**src/rtl/ysyx_25020037_hzu.sv**
```systemverilog
// ysyx_25020037_hzu: issue/hazard scheduler between the IDU and the EXU.
// Instructions issue with zero latency from the IDU to the EXU. An in-order
// scoreboard of in-flight memory ops stalls consumers of pending loads.
// A small FSM sequences a control-flow redirect (flush the front end until
// the PC reloads) and fence.i (drain the LSU, then invalidate the I-cache).
module ysyx_25020037_hzu #(
  parameter int MEM_DEPTH = 4
) (
  input  logic                         clk,
  input  logic                         rst,
  input  logic                         idu_valid,
  output logic                         idu_ready,
  input  logic [4:0]                   id_rs1,
  input  logic [4:0]                   id_rs2,
  input  logic [4:0]                   id_rd,
  input  logic                         id_use_rs1,
  input  logic                         id_use_rs2,
  input  logic                         id_inst_l,
  input  logic                         id_inst_s,
  input  logic                         id_is_fence_i,
  output logic                         exu_issue,
  input  logic                         lsu_ready,
  input  logic                         lsu_valid,
  input  logic                         redirect_valid,
  input  logic                         pc_updata,
  output logic                         fe_flush,
  output logic                         ic_flush_req,
  input  logic                         ic_flush_ack,
  output logic                         hz_stall,
  output logic [$clog2(MEM_DEPTH):0]   mem_outstanding,
  output logic                         sb_err
);

  localparam int PW = $clog2(MEM_DEPTH);
  localparam int CW = PW + 1;
  localparam logic [CW-1:0] DEPTH_C = CW'(MEM_DEPTH);

  typedef enum logic [1:0] {
    RUN         = 2'd0,
    REDIRECT    = 2'd1,
    FENCE_DRAIN = 2'd2,
    FENCE_FLUSH = 2'd3
  } state_e;

  state_e               state_q, state_d;
  logic [MEM_DEPTH-1:0] valid_q, valid_d;
  logic [MEM_DEPTH-1:0] isLoad_q, isLoad_d;
  logic [4:0]           rd_q [MEM_DEPTH];
  logic [4:0]           rd_d [MEM_DEPTH];
  logic [PW-1:0]        head_q, head_d;
  logic [PW-1:0]        tail_q, tail_d;
  logic [CW-1:0]        count_q, count_d;
  logic                 feFlush_q, feFlush_d;
  logic                 icFlushReq_q, icFlushReq_d;
  logic                 sbErr_q, sbErr_d;

  logic raw1, raw2, memOp, full, memBlocked, canIssue, fire, push, pop;

  // Look up both source registers against every pending load in the scoreboard.
  always_comb begin
    raw1 = 1'b0;
    raw2 = 1'b0;
    for (int i = 0; i < MEM_DEPTH; i++) begin
      if (valid_q[i] && isLoad_q[i] && (rd_q[i] == id_rs1)) raw1 = 1'b1;
      if (valid_q[i] && isLoad_q[i] && (rd_q[i] == id_rs2)) raw2 = 1'b1;
    end
    raw1 = raw1 & id_use_rs1 & (id_rs1 != 5'd0);
    raw2 = raw2 & id_use_rs2 & (id_rs2 != 5'd0);
  end

  // Issue decision: a full scoreboard blocks memory ops even if a pop lands this cycle.
  always_comb begin
    memOp      = id_inst_l | id_inst_s;
    full       = (count_q == DEPTH_C);
    memBlocked = full & memOp;
    canIssue   = !rst && (state_q == RUN) && lsu_ready && !raw1 && !raw2 &&
                 !memBlocked && !redirect_valid;
    idu_ready  = canIssue;
    fire       = idu_valid & canIssue;
    exu_issue  = fire;
    hz_stall   = idu_valid & (state_q == RUN) & (raw1 | raw2 | memBlocked);
    push       = fire & memOp;
    pop        = lsu_valid & (count_q != '0);
  end

  // Scoreboard next state: push at the tail, retire at the head, in order.
  always_comb begin
    valid_d  = valid_q;
    isLoad_d = isLoad_q;
    rd_d     = rd_q;
    head_d   = head_q;
    tail_d   = tail_q;
    count_d  = count_q;
    sbErr_d  = sbErr_q | (lsu_valid & (count_q == '0));
    if (pop) begin
      valid_d[head_q] = 1'b0;
      head_d          = head_q + PW'(1);
    end
    if (push) begin
      valid_d[tail_q]  = 1'b1;
      isLoad_d[tail_q] = id_inst_l;
      rd_d[tail_q]     = id_inst_l ? id_rd : 5'd0;
      tail_d           = tail_q + PW'(1);
    end
    if (push && !pop) count_d = count_q + CW'(1);
    else if (!push && pop) count_d = count_q - CW'(1);
  end

  // Sequencer for redirects and fence.i, plus the registered flush outputs.
  always_comb begin
    state_d      = state_q;
    feFlush_d    = 1'b0;
    icFlushReq_d = 1'b0;
    case (state_q)
      RUN: begin
        if (redirect_valid) state_d = REDIRECT;
        else if (fire && id_is_fence_i) state_d = FENCE_DRAIN;
      end
      REDIRECT: begin
        if (pc_updata) state_d = RUN;
      end
      FENCE_DRAIN: begin
        if (count_d == '0) state_d = FENCE_FLUSH;
      end
      FENCE_FLUSH: begin
        if (ic_flush_ack) begin
          state_d   = RUN;
          feFlush_d = 1'b1;
        end
      end
      default: state_d = RUN;
    endcase
    if (state_d == REDIRECT) feFlush_d = 1'b1;
    icFlushReq_d = (state_d == FENCE_FLUSH);
  end

  // State, scoreboard and output registers with synchronous reset.
  always_ff @(posedge clk) begin
    if (rst) begin
      state_q      <= RUN;
      valid_q      <= '0;
      isLoad_q     <= '0;
      head_q       <= '0;
      tail_q       <= '0;
      count_q      <= '0;
      feFlush_q    <= 1'b0;
      icFlushReq_q <= 1'b0;
      sbErr_q      <= 1'b0;
      for (int i = 0; i < MEM_DEPTH; i++) rd_q[i] <= 5'd0;
    end else begin
      state_q      <= state_d;
      valid_q      <= valid_d;
      isLoad_q     <= isLoad_d;
      head_q       <= head_d;
      tail_q       <= tail_d;
      count_q      <= count_d;
      feFlush_q    <= feFlush_d;
      icFlushReq_q <= icFlushReq_d;
      sbErr_q      <= sbErr_d;
      for (int i = 0; i < MEM_DEPTH; i++) rd_q[i] <= rd_d[i];
    end
  end

  assign fe_flush        = feFlush_q;
  assign ic_flush_req    = icFlushReq_q;
  assign sb_err          = sbErr_q;
  assign mem_outstanding = count_q;

endmodule

```
**config.mk**
```make
export PLATFORM = sky130hd
export DESIGN_NAME = ysyx_25020037_hzu
export DESIGN_NICKNAME = d
export VERILOG_FILES = /design/src/rtl/ysyx_25020037_hzu.sv
export SDC_FILE = /design/constraint.sdc
export NUM_CORES = 1
export LEC_CHECK = 0
export CORE_UTILIZATION = 48
export DETAILED_ROUTE_END_ITERATION = 7
export PLACE_DENSITY = 0.71
export SETUP_SLACK_MARGIN = 0.02
export SLEW_MARGIN = 40
export SYNTH_ARGS = -nofsm -noshare
export SYNTH_HDL_FRONTEND = slang
export SYNTH_SLANG_ARGS = --single-unit
```
**constraint.sdc**
```tcl
create_clock -name clk -period 3.1 [get_ports clk]
set_input_delay 0.775 -clock clk [delete_from_list [all_inputs] [get_ports clk]]
set_output_delay 0.775 -clock clk [all_outputs]
set_load 0.05 [all_outputs]
```
==> impl_metrics.json <==
{
  "fmax_mhz": 326,
  "holdPathEnd": "valid_q[2]",
  "ys_ff_latch": 40,
  "yosys-top-cells-count": "dfxtp_1 (40), xnor2_1 (37), nor2_1 (34), mux2i_1 (25), nand2_1 (23)",
  "rsz0062_at_grt": "true",
  "numPortBuffers": 36,
  "fill_cells": 402,
  "status": "finished clean",
  "area_delta_synth_final_pct": 32.1,
  "reg2reg_to": "ic_flush_req",
  "root_buffer": "clkbuf_8",
  "cts_buffer_depth": 2,
  "netlist_area_sq_um": 2500,
  "total_power_w": 0.00157,
  "yosysSeqAreaShare_pct": 32.0,
  "worst_clock_skew_ps": 6.77,
  "dpl.hpwl_mm": 4.32,
  "stdcell_count": 383,
  "cp-start-kind": "input port",
  "endpoint_kind": "output pin",
  "slew_headroom_pct": 66.6,
  "min_period_ps": 3070,
  "path_max_fanout": 5,
  "row_count": 25,
  "worstMarginPinSlew_ps": 500,
  "crit_path_max_incr_delay_ps": 360,
  "routedWlPerCell_um": 15.1,
  "gp_congestion": 0.893,
  "synth-edff-count": 0,
  "clk_latency_ps": 290,
  "min_from": "valid_q[2]",
  "clock_sinks": 40,
  "grt_overflow": 0,
  "maxCapViolCount": 0,
  "grt_pass1_wl_mm": 9.05,
  "layout_setup_ws_ps": 30.3,
  "drt_wl_total_mm": 5.80,
  "die_h_um": 74.2,
  "synthesis.nets": 313,
  "routed_via_density": 5.19,
  "cp.required_ps": 2320,
  "setup_viol": 0,
  "worstPathArrival_ps": 2290,
  "hold_violations": 0,
  "ant_nets": 0,
  "track_usage_pct": 22.3,
  "yosys.area.top_type": "dfxtp_1",
  "layout-drive-gt1-share_pct": 24.4,
  "core_area_sq_um": 4880,
  "crit_type": "in -> out",
  "rr_startpoint": "rd_q[0]",
  "clk_pin_slew_ps": 80,
  "initial_utilization_pct": 51.3,
  "crit_top_cell": "buf_12",
  "pre_cts_ws_ps": -593,
  "fin_crit_sh_pct": 99.0,
  "hold-path-cell-count": 2,
  "reg2regPathDepth": 10,
  "netlist.area_leader.share_pct": 32.0,
  "ys_warn_count": 0,
  "maxSlewViolCount": 0,
  "syn_inst": 274,
  "path_cells": "buf_12 > xnor2_4 > nand4_1 > nor3_2 > nor4_2 > buf_4 > o221ai_4 > nor3_4 > buf_12",
  "leakage_nw": 1.34,
  "first_global_vias": 1903,
  "vias": 1987,
  "io_pins": 37,
  "r2r_setup_slack_ps": 730,
  "antenna_found_initial": 0,
  "peakVddDrop_mv": 0.420,
  "crit_slowest_cell": "nor4_2",
  "drcViolationCount": 0,
  "drt_iter0_markers": 100,
  "dp_cells": 375,
  "cts_buffers": 5,
  "cts_tree": "yes",
  "hold_path.class": "reg -> reg",
  "synth_area_leaders": "dfxtp_1 (32%), xnor2_1 (13%), mux2i_1 (10%), ha_1 (5.5%), nor2_1 (5.1%)",
  "dieArea_sq_um": 5510,
  "dr.pass1.iters": 4,
  "layout.nets": 354,
  "synth_flop_cell": "dfxtp_1",
  "yosysMostFrequentCell": "dfxtp_1",
  "powerDensity_nw_per_um2": 475,
  "grt_max_degree": 38,
  "yosysUniqueCellTypes": 40,
  "ys_async_sr_fraction_pct": 0,
  "syn_avg_cell_area_sq_um": 9.13,
  "n_antenna_cell": 0,
  "fp.dieW_um": 74.2,
  "h-tree-depth": 2
}
worst max-delay path by stage:
stage                    from        end  cells after the start
finish              id_rs2[0]  idu_ready                      9
global route        id_rs1[3]  idu_ready                      9
CTS                 id_rs2[1]   hz_stall                      8
detailed placement  id_rs2[1]   hz_stall                      8
global placement    id_rs2[1]   hz_stall                      8
floorplan           id_rs2[4]   hz_stall                      8
critical path: cells and delay by family:
family | cells | cell delay [ps]
buffers and inverters | 3 | 470
xor gates and xnor gates | 1 | 120
AOI/OAI and AO/OA | 1 | 140
and+or+nand+nor | 4 | 780
sequential cells by signal (all words and copies together) (netlist names):
signal and cells:
valid_q 4, isLoad_q 4, tail_q 2, sb_err 1, fe_flush 1, state_q 2
ic_flush_req 1, rd_q 20, head_q 2, mem_outstanding 3
layout by cell type (no fill, tap or decap), types with 2 or more instances in the layout:
master,count
a31oi_1,4
nand3_1,3
nor3_2,8
clkbuf_8,5
inv_1,9
mux2i_1,25
nand2_1,23
xor2_1,5
nor2_4,2
a211oi_1,2
or4_4,2
dfxtp_1,40
xor2_2,3
nand3_4,4
o211ai_1,2
xnor2_2,7
a21oi_1,7
buf_12,4
and2_1,6
nor3_1,3
clkinv_4,2
buf_6,10
ha_1,11
clkdlybuf4s50_1,23
xnor2_1,29
nand4_1,8
buf_4,14
nor2_1,33
nor4_2,2
layer usage:
metal | share of wire, % | GRT usage [%] | up-vias
met4 | 1.1 | 6.41 | 0
met2 | 47 | 37.1 | 24
li1 | - | - | 1013
met1 | 49 | 29.9 | 946
met3 | 2.3 | 3.66 | 4
met5 | 0 | 0 | -
metrics by stage:
step / area, sq um / utilization, % / hold WS, ps / TNS [ps]
floorplan: 2530 / - / 436 / -148
global route: 3310 / 67.7 / 474 / -51.8
CTS: 3190 / 65.4 / 462 / 0
finish: 3310 / 67.7 / 458 / 0
detailed placement: 3000 / 61.4 / 450 / -5710
global placement: 3000 / 61.4 / 443 / -5990
area by class of cell:
class	instances	area, sq um	share of cell area, %
Sequential cell	40	801	24.2
Tap cell	67	83.8	2.54
Inverter	9	33.8	1.02
Clock buffer	5	68.8	2.08
Timing Repair Buffer	51	528	16.0
Multi-Input combinational cell	208	1740	52.7
Clock inverter	3	47.5	1.44
logic make-up (layout without fill, tap and decap cells):
logic type | count (synthesis) | count (layout) | synth area share, %
flops | 40 | 40 | 32.0
fa+ha+maj | 11 | 11 | 5.50
buf+inv | 26 | 68 | 6.15
compound gates | 25 | 25 | 7.75
mux | 25 | 25 | 10.0
simple gates | 102 | 102 | 22.9
xor+xnor | 45 | 45 | 15.8
where the power goes:
group	switching (W)	total [W]	internal (W)	leakage, nW
combinational	0.000321	0.000555	0.000234	0.960
clock	0.000193	0.000435	0.000243	0.0583
sequential	0.0000338	0.000578	0.000545	0.324
total	0.000548	0.00157	0.00102	1.34
what timing repair did:
item	CTS	global route
setup buffers	0	1
resized for setup	66	32
endpoints found under the setup margin	5	3
hold buffers	0	0
pin swaps	16	15
Note: power is estimated with default switching activity, not from simulation.
